<file path="config.mk">
export PLATFORM = sky130hd
export DESIGN_NAME = multi_timer
export DESIGN_NICKNAME = d
export VERILOG_FILES = /design/src/rtl/timer_pkg.sv /design/src/rtl/timer_channel.sv /design/src/rtl/multi_timer.sv
export SDC_FILE = /design/constraint.sdc
export NUM_CORES = 1
export LEC_CHECK = 0
export CAP_MARGIN = 25
export CORE_MARGIN = 1
export CORE_UTILIZATION = 35
export CTS_CLUSTER_DIAMETER = 60
export DETAILED_ROUTE_END_ITERATION = 16
export GPL_TIMING_DRIVEN = 0
export PLACE_DENSITY = 0.7
export SYNTH_ARGS = -nofsm -noshare
export SYNTH_HDL_FRONTEND = slang
export SYNTH_HIERARCHICAL = 1
export SYNTH_SLANG_ARGS = --single-unit
</file>
<file path="constraint.sdc">
create_clock -name clk -period 2 [get_ports clk]
set_input_delay 0.3 -clock clk [delete_from_list [all_inputs] [get_ports clk]]
set_output_delay 0.3 -clock clk [all_outputs]
set_load 0.05 [all_outputs]
</file>
<file path="src/rtl/timer_pkg.sv">
// Shared types and constants for the multi-channel countdown timer.
// Imported by the channel and the top level.
package timer_pkg;

    typedef enum logic [1:0] {
        TMR_IDLE = 2'd0,
        TMR_RUN  = 2'd1,
        TMR_DONE = 2'd2
    } tmr_state_t;

    localparam logic TMR_ONESHOT  = 1'b0;
    localparam logic TMR_PERIODIC = 1'b1;

endpackage

</file>
<file path="src/rtl/timer_channel.sv">
// One countdown channel: IDLE/RUN/DONE FSM with down-counter and reload.
// Also exports its next-cycle expiry term so the top can register a combined flag.
module timer_channel
    import timer_pkg::*;
#(
    parameter int WIDTH = 8
) (
    input  logic             clk,
    input  logic             reset,
    input  logic             start,
    input  logic             stop,
    input  logic             hold,
    input  logic             periodic,
    input  logic [WIDTH-1:0] load_val,
    output logic [WIDTH-1:0] count,
    output logic             busy,
    output logic             done,
    output logic             expire,
    output logic             expire_nxt
);

    tmr_state_t       state_q, state_d;
    logic [WIDTH-1:0] count_q, count_d;
    logic [WIDTH-1:0] reload_q, reload_d;
    logic             mode_q, mode_d;
    logic             expire_q, expire_d;
    logic             busy_q, done_q;

    always_ff @(posedge clk) begin
        if (reset) begin
            state_q  <= TMR_IDLE;
            count_q  <= '0;
            reload_q <= '0;
            mode_q   <= TMR_ONESHOT;
            expire_q <= 1'b0;
            busy_q   <= 1'b0;
            done_q   <= 1'b0;
        end else begin
            state_q  <= state_d;
            count_q  <= count_d;
            reload_q <= reload_d;
            mode_q   <= mode_d;
            expire_q <= expire_d;
            busy_q   <= (state_d == TMR_RUN);
            done_q   <= (state_d == TMR_DONE);
        end
    end

    always_comb begin
        state_d  = state_q;
        count_d  = count_q;
        reload_d = reload_q;
        mode_d   = mode_q;
        expire_d = 1'b0;
        priority case (1'b1)
            start: begin
                state_d  = TMR_RUN;
                count_d  = load_val;
                reload_d = load_val;
                mode_d   = periodic;
            end
            stop: begin
                state_d = TMR_IDLE;
                count_d = '0;
            end
            default: begin
                // Hold only freezes a running channel; count 0 fires next.
                if (state_q == TMR_RUN && !hold) begin
                    if (count_q != '0) begin
                        count_d = count_q - WIDTH'(1);
                    end else begin
                        expire_d = 1'b1;
                        if (mode_q == TMR_PERIODIC) begin
                            count_d = reload_q;
                        end else begin
                            state_d = TMR_DONE;
                        end
                    end
                end
            end
        endcase
    end

    assign count      = count_q;
    assign busy       = busy_q;
    assign done       = done_q;
    assign expire     = expire_q;
    assign expire_nxt = expire_d;

endmodule

</file>
<file path="src/rtl/multi_timer.sv">
// Multi-channel countdown timer: CHANNELS independent timer_channel instances
// plus a registered OR of their expiry terms for an interrupt line.
module multi_timer
    import timer_pkg::*;
#(
    parameter int WIDTH    = 8,
    parameter int CHANNELS = 4
) (
    input  logic                      clk,
    input  logic                      reset,
    input  logic [CHANNELS-1:0]       start,
    input  logic [CHANNELS-1:0]       stop,
    input  logic [CHANNELS-1:0]       hold,
    input  logic [CHANNELS-1:0]       periodic,
    input  logic [CHANNELS*WIDTH-1:0] load_val,
    output logic [CHANNELS*WIDTH-1:0] count,
    output logic [CHANNELS-1:0]       busy,
    output logic [CHANNELS-1:0]       done,
    output logic [CHANNELS-1:0]       expire,
    output logic                      any_expire
);

    logic [CHANNELS-1:0] expire_nxt;
    logic                any_q;

    for (genvar i = 0; i < CHANNELS; i++) begin : g_ch
        timer_channel #(
            .WIDTH(WIDTH)
        ) u_ch (
            .clk       (clk),
            .reset     (reset),
            .start     (start[i]),
            .stop      (stop[i]),
            .hold      (hold[i]),
            .periodic  (periodic[i]),
            .load_val  (load_val[i*WIDTH +: WIDTH]),
            .count     (count[i*WIDTH +: WIDTH]),
            .busy      (busy[i]),
            .done      (done[i]),
            .expire    (expire[i]),
            .expire_nxt(expire_nxt[i])
        );
    end

    always_ff @(posedge clk) begin
        if (reset) begin
            any_q <= 1'b0;
        end else begin
            any_q <= |expire_nxt;
        end
    end

    assign any_expire = any_q;

endmodule
</file>
==> Word-level counts from Yosys, hierarchy flattened <==
Index checks and enable logic that the tools add are counted.
Widths: inputs -> output; s select.
{ "word_totals": {"input_bits": 50, "out_inout_bits": 45, "regBits": 89, "elab_cells": 126} }
{ "op_classes": {"n_eq_ne": 12, "reduce_logical": 25, "addsub": 4, "n_mux": 56} }
{ "ops": {"columns": ["op", "n"], "rows": [
  ["$mux 8", 20],
  ["$mux 2", 20],
  ["$reduce_bool 8->1", 4],
  ["$sub 8x1->8 const B", 4],
  ["$eq 2x1->1 const B", 8],
  ["$mux 1", 16],
  ["$reduce_bool 4->1", 4],
  ["$reduce_bool 3->1", 4],
  ["$eq 2x2->1 const B", 4],
  ["$reduce_and 2->1", 4],
  ["$logic_and 1x1->1", 4],
  ["$logic_not 1->1", 4],
  ["$reduce_or 4->1", 1]
]} }

==> Logic depth before layout (Yosys ltp) <==
Gate-level depths: netlist of run 1.
{ "logic_depth": {"word_depth": 6, "ltp_mapped": 8, "depth_no_buf": 7} }

==> Modules after synthesis <==
The synthesis of run 1 kept the hierarchy.
{ "by_module_without_submodules": {"columns": ["mod", "cells_each", "n_inst", "area_each_um2", "seq_area_each_um2"], "rows": [
  ["timer_channel at g_ch[0].u_ch ...", 132, 3, 1121.1, 440.4],
  ["timer_channel at g_ch[3].u_ch", 130, 1, 1086.0, 440.4],
  ["multi_timer", 3, 1, 30.0, 20.0]
]} }

==> Worst setup path after synthesis of run 1 <==
OpenSTA, ideal clock, no wires.
{ "synth_timing": {"path_kind": "register -> register", "startpoint": "reg g_ch[0].u_ch.count_q[2]", "endpoint": "reg g_ch[0].u_ch.count_q[4]", "n_path_buf": 2, "arrival_ns": 2.138, "slack_ns": -0.257, "period_less_slack_ns": 2.257, "path_stages_with_launch": 7, "setup_time_ns": 0.119, "required_time_ns": 1.881, "cell_sequence": "dfxtp_1 or4_4 buf_6 o41a_1 buf_6 nand2b_4 o221a_2"} }
{ "synth_between": {"elab_chain_len": 5, "word_cells_on_any_way": 8, "cone_classes": "add/sub: 1; mux: 4; reduce/logical: 3"} }
{ "synth_rtl": {"columns": ["element", "line_no", "rtl"], "rows": [
  ["from (decl)", "timer_channel.sv:23", "logic [WIDTH-1:0] count_q, count_d;"],
  ["from (signal assigned)", "timer_channel.sv:40", "count_q <= count_d;"],
  ["$sub 8x1->8 / $reduce_bool 8->1 (equally long branches)", "timer_channel.sv:70, timer_channel.sv:69", null],
  ["$mux 8", "timer_channel.sv:69", "if (count_q != '0) begin"],
  ["$mux 8", "timer_channel.sv:68", "if (state_q == TMR_RUN && !hold) begin"],
  ["$mux 8 (2 in a row)", "timer_channel.sv:55", "priority case (1'b1)"]
]} }
Several ways; a longest one is shown, not always the timed one. The select of a mux whose other input is x is not followed.
A chain may end at the register's enable or synchronous reset.

==> Final worst setup path of run 1 <==
{ "layout_timing": {"startpoint": "reg g_ch[0].u_ch.count_q[7]", "endpoint": "out count[7]"} }
{ "layout_lines": {"columns": ["element", "line_no", "rtl"], "rows": [
  ["to (decl)", "multi_timer.sv:16", "output logic [CHANNELS*WIDTH-1:0] count,"]
]} }
No word-level cell between the ends.

==> results of run 1 <==
-- synthesized netlist by cell type, drive strengths merged, types with 4 or more instances --
master and number:
a211o 6, a211oi 5, a21oi 44, a311oi 23, a31oi 6, and2 4, buf 23, clkbuf 10
dfxtp 89, ha 4, inv 17, mux2i 5, nand2 49, nand2b 35, nand3 12, nand4 4
nor2 33, nor3 56, nor3b 4, nor4 9, o211ai 11, o21ai 16, o221a 4, or2 10
or3 5, or4 5
-- layout make-up --
cell class                      count  share of cell area, %
Sequential cell                    89                  28.99
Timing Repair Buffer              113                  17.46
Clock inverter                      2                 0.1593
Multi-Input combinational cell    390                  41.41
Buffer                             30                  3.086
Clock buffer                       14                  4.539
Tap cell                          168                  3.345
Inverter                           17                  1.015
-- per-layer routing --
layer  vias to the layer above  share of wire (%)  global-route usage, %
li1                       2217                  -                      -
met1                      2197                 44                  25.31
met2                       170                 49                  32.33
met3                        22                5.9                  3.268
met4                         0                1.8                  10.48
met5                         -                  0                      0
-- path summary, 6_finish.rpt --
kind                                                 end  slack (ns)
worst max-delay path                            count[7]        0.02
worst min-delay path            g_ch[3].u_ch/reload_q[0]        0.47
worst max register to register     g_ch[1].u_ch/count[4]        0.03
worst min register to register  g_ch[3].u_ch/reload_q[0]        0.47
-- kinds of logic after synthesis --
| logic type | after synthesis |
|---|---|
| compound gates | 139 |
| xor+xnor | 3 |
| fa+ha+maj | 4 |
| buf+inv | 50 |
| flops | 89 |
| mux | 6 |
| simple gates | 238 |
-- what timing repair did --
action | in CTS | in global routing
pin swaps | 8 | 9
setup buffers | 8 | 11
gates resized for setup | 14 | 35
hold buffers | 0 | 0
endpoints found under the setup margin | 25 | 46
-- stage by stage --
step / util, % / hold WS [ns]
2_1_floorplan: - / 0.3724
3_3_place_gp: 46.44 / 0.4597
3_5_place_dp: 46.44 / 0.4607
4_1_cts: 49.50 / 0.4721
5_1_grt: 51.26 / 0.4896
6_report: 51.26 / 0.4703
-- state kept, by name, summed over array words and instances, names as in the netlist --
name and flops:
g_ch.u_ch/expire 4, g_ch.u_ch/done 4, g_ch.u_ch/count 32, g_ch.u_ch/reload_q 32, any_expire 1, g_ch.u_ch/busy 4
g_ch.u_ch/state_q 8, g_ch.u_ch/mode_q 4
-- power by group through the flow --
stage               sequential, W  combinational, W  clock (W)
finish                    0.00202           0.00137    0.00167
global route              0.00204           0.00147    0.00178
CTS                       0.00202           0.00126    0.00171
detailed placement        0.00206           0.00122          0
global placement          0.00205           0.00121          0
floorplan                 0.00224          0.000639          0
==> results.yml, run 1 <==
timing:
  relSlewSlack_pct: 61.65
  finalWorstSetupSlack_ns: 0.02252
  rsz0062_at_grt: "true"
  fin_crit_sh_pct: 98.87
  skew_ns: 0.006592
  tns_ns: 0
  clock.fmax_mhz: 505.7
  hold_viol: 0
  finalSetupViolCount: 0
  slew_violations: 0
  fin_crit_ns: 1.977
  worst_pin_slew_ns: 0.5705
critical_path:
  cp_num_buf_inv: 1
  path_cells: "clkdlybuf4s50_1"
  reg2regPathDepth: 5
  worst_ep_required_time_ns: 1.70
  cp.arrival_ns: 1.68
  regToRegStartpoint: "g_ch[1].u_ch/count[5]"
  endpoint_kind: "output port"
  start_kind: "flip-flop"
  critical_path_class: "reg -> out"
  cp_slowest_cell: "clkdlybuf4s50_1"
  cp_top_family: "buffers and inverters"
  cp.depth: 1
  cp_max_fo: 8
  cp_slowest_stage_delay_ns: 0.86
  crit_start: "g_ch[0].u_ch/count[7]"
synth:
  synth.yosys.warnings: 6
  synth_edf_count: 0
  synth_area_mm2: 0.004479
  yosysSeqAreaShare_pct: 39.78
  yosysTopAreaCellShare_pct: 39.78
  ys_async_sr_fraction_pct: 0
  synthSimpleGateAreaFrac_pct: 28.83
  synth-seq-cells: 89
  synth_mux_area_share_pct: 1.369
  yosysTopAreaCell: "dfxtp_1"
  syn_nets: 583
  synth_area_per_cell_um2: 8.467
  synth_area_leaders: "dfxtp_1 (40%), nor3_1 (6.3%), a21oi_1 (4.9%)"
  synth_cells: 529
  ys.flop_type: "dfxtp_1"
  synth_top_family_by_area: "simple AND/OR/NAND/NOR gates"
  synthXorXnorAreaFrac_pct: 0.5866
  yosysUniqueCellTypes: 54
  synth_fa_ha_area_share_pct: 1.117
  synth_compound_area_share_pct: 22.15
routing:
  vias: 4606
  wirelength_mm: 13.07
  vias_per_cell: 5.597
  route.detailed.drc: 0
  ant_nets: 0
  dr.pass1.iters: 6
  drt_first_iter_violations: 314
  avgRoutedWirePerCell_um: 15.88
die:
  start_util_pct: 36.53
  die-width_um: 115.1
  core_area_mm2: 0.01226
  rows: 40
  ios: 95
  die_y_um: 115.1
  die_area_mm2: 0.01325
layout:
  final_layout_size_suffix_gt1_share_pct: 19.24
  layout_common_cells: "clkdlybuf4s50_1 (84), dfxtp_1 (71), nor3_1 (56)"
  layout.filler_cells: 1138
  finalNonFillerCells: 823
  area_growth_pct: 40.31
  seq_area_mm2: 0.001822
  mostFrequentLayoutCell: "clkdlybuf4s50_1"
  multi_input_area_mm2: 0.002603
  diodes: 0
  fin_nets: 704
  final_cell_area_mm2: 0.006285
power_and_ir_drop:
  power_density_mw_per_mm2: 805.3
  power_frac_comb_pct: 27.1
  power.total_w: 0.005061
  p_int_w: 0.003473
  p_sw_share_pct: 31.38
  p_leak_nw: 2.345
  vdd_drop_max_uv: 374.0
  pwr-share-clk_pct: 32.9
  seqPwrFrac_pct: 40.0
  p_switching_w: 0.001588
clocking:
  cts.sinks: 89
  cts_buffers: 9
  tritoncts: "done"
  cts-root-buf: "clkbuf_16"
  cts_max_path_buffers: 2
  clkTransAtPathRegs_ns: 0.06
  insertion_delay_ns: 0.34
  htreeDepth: 3
place:
  gp_congestion: 0.8937
  place_area_mm2: 0.005694
  dpl_worst_slack_ns: -0.2953
  portBuffers: 94
  dp.cells: 791
  hpwl_mm: 8.924
worst_hold_path:
  min_from: "g_ch[3].u_ch/reload_q[0]"
  hp-class: "reg -> reg"
  whs_path_depth: 2
grt:
  antenna_found_initial: 0
  grt_overflow_total: 0
  grt_pass1_wl_mm: 20.62
  grt_pass1_vias: 4233
  grt.total_usage_pct: 19.88
  grt_max_degree: 15
status:
  status: "completed"
flow_run:
  maxCapViolations: 0
Power figures use the tool's default switching activity.
==> run 2: changes to the inputs <==
--- a/config.mk
+++ b/config.mk
@@ -9,8 +9,10 @@
 export CORE_MARGIN = 1
 export CORE_UTILIZATION = 35
 export CTS_CLUSTER_DIAMETER = 60
+export CTS_CLUSTER_SIZE = 20
 export DETAILED_ROUTE_END_ITERATION = 16
 export GPL_TIMING_DRIVEN = 0
+export HOLD_SLACK_MARGIN = 0.06
 export PLACE_DENSITY = 0.7
 export SYNTH_ARGS = -nofsm -noshare
 export SYNTH_HDL_FRONTEND = slang
==> results of run 2 <==
No change in the layout: final DEF, timing and power equal those of run 1.
==> run 3: changes to the inputs <==
--- a/config.mk
+++ b/config.mk
@@ -14,6 +14,7 @@
 export GPL_TIMING_DRIVEN = 0
 export HOLD_SLACK_MARGIN = 0.06
 export PLACE_DENSITY = 0.7
+export SLEW_MARGIN = 10
 export SYNTH_ARGS = -nofsm -noshare
 export SYNTH_HDL_FRONTEND = slang
 export SYNTH_HIERARCHICAL = 1
==> results of run 3 <==
No change in the layout: final DEF, timing and power equal those of run 1.
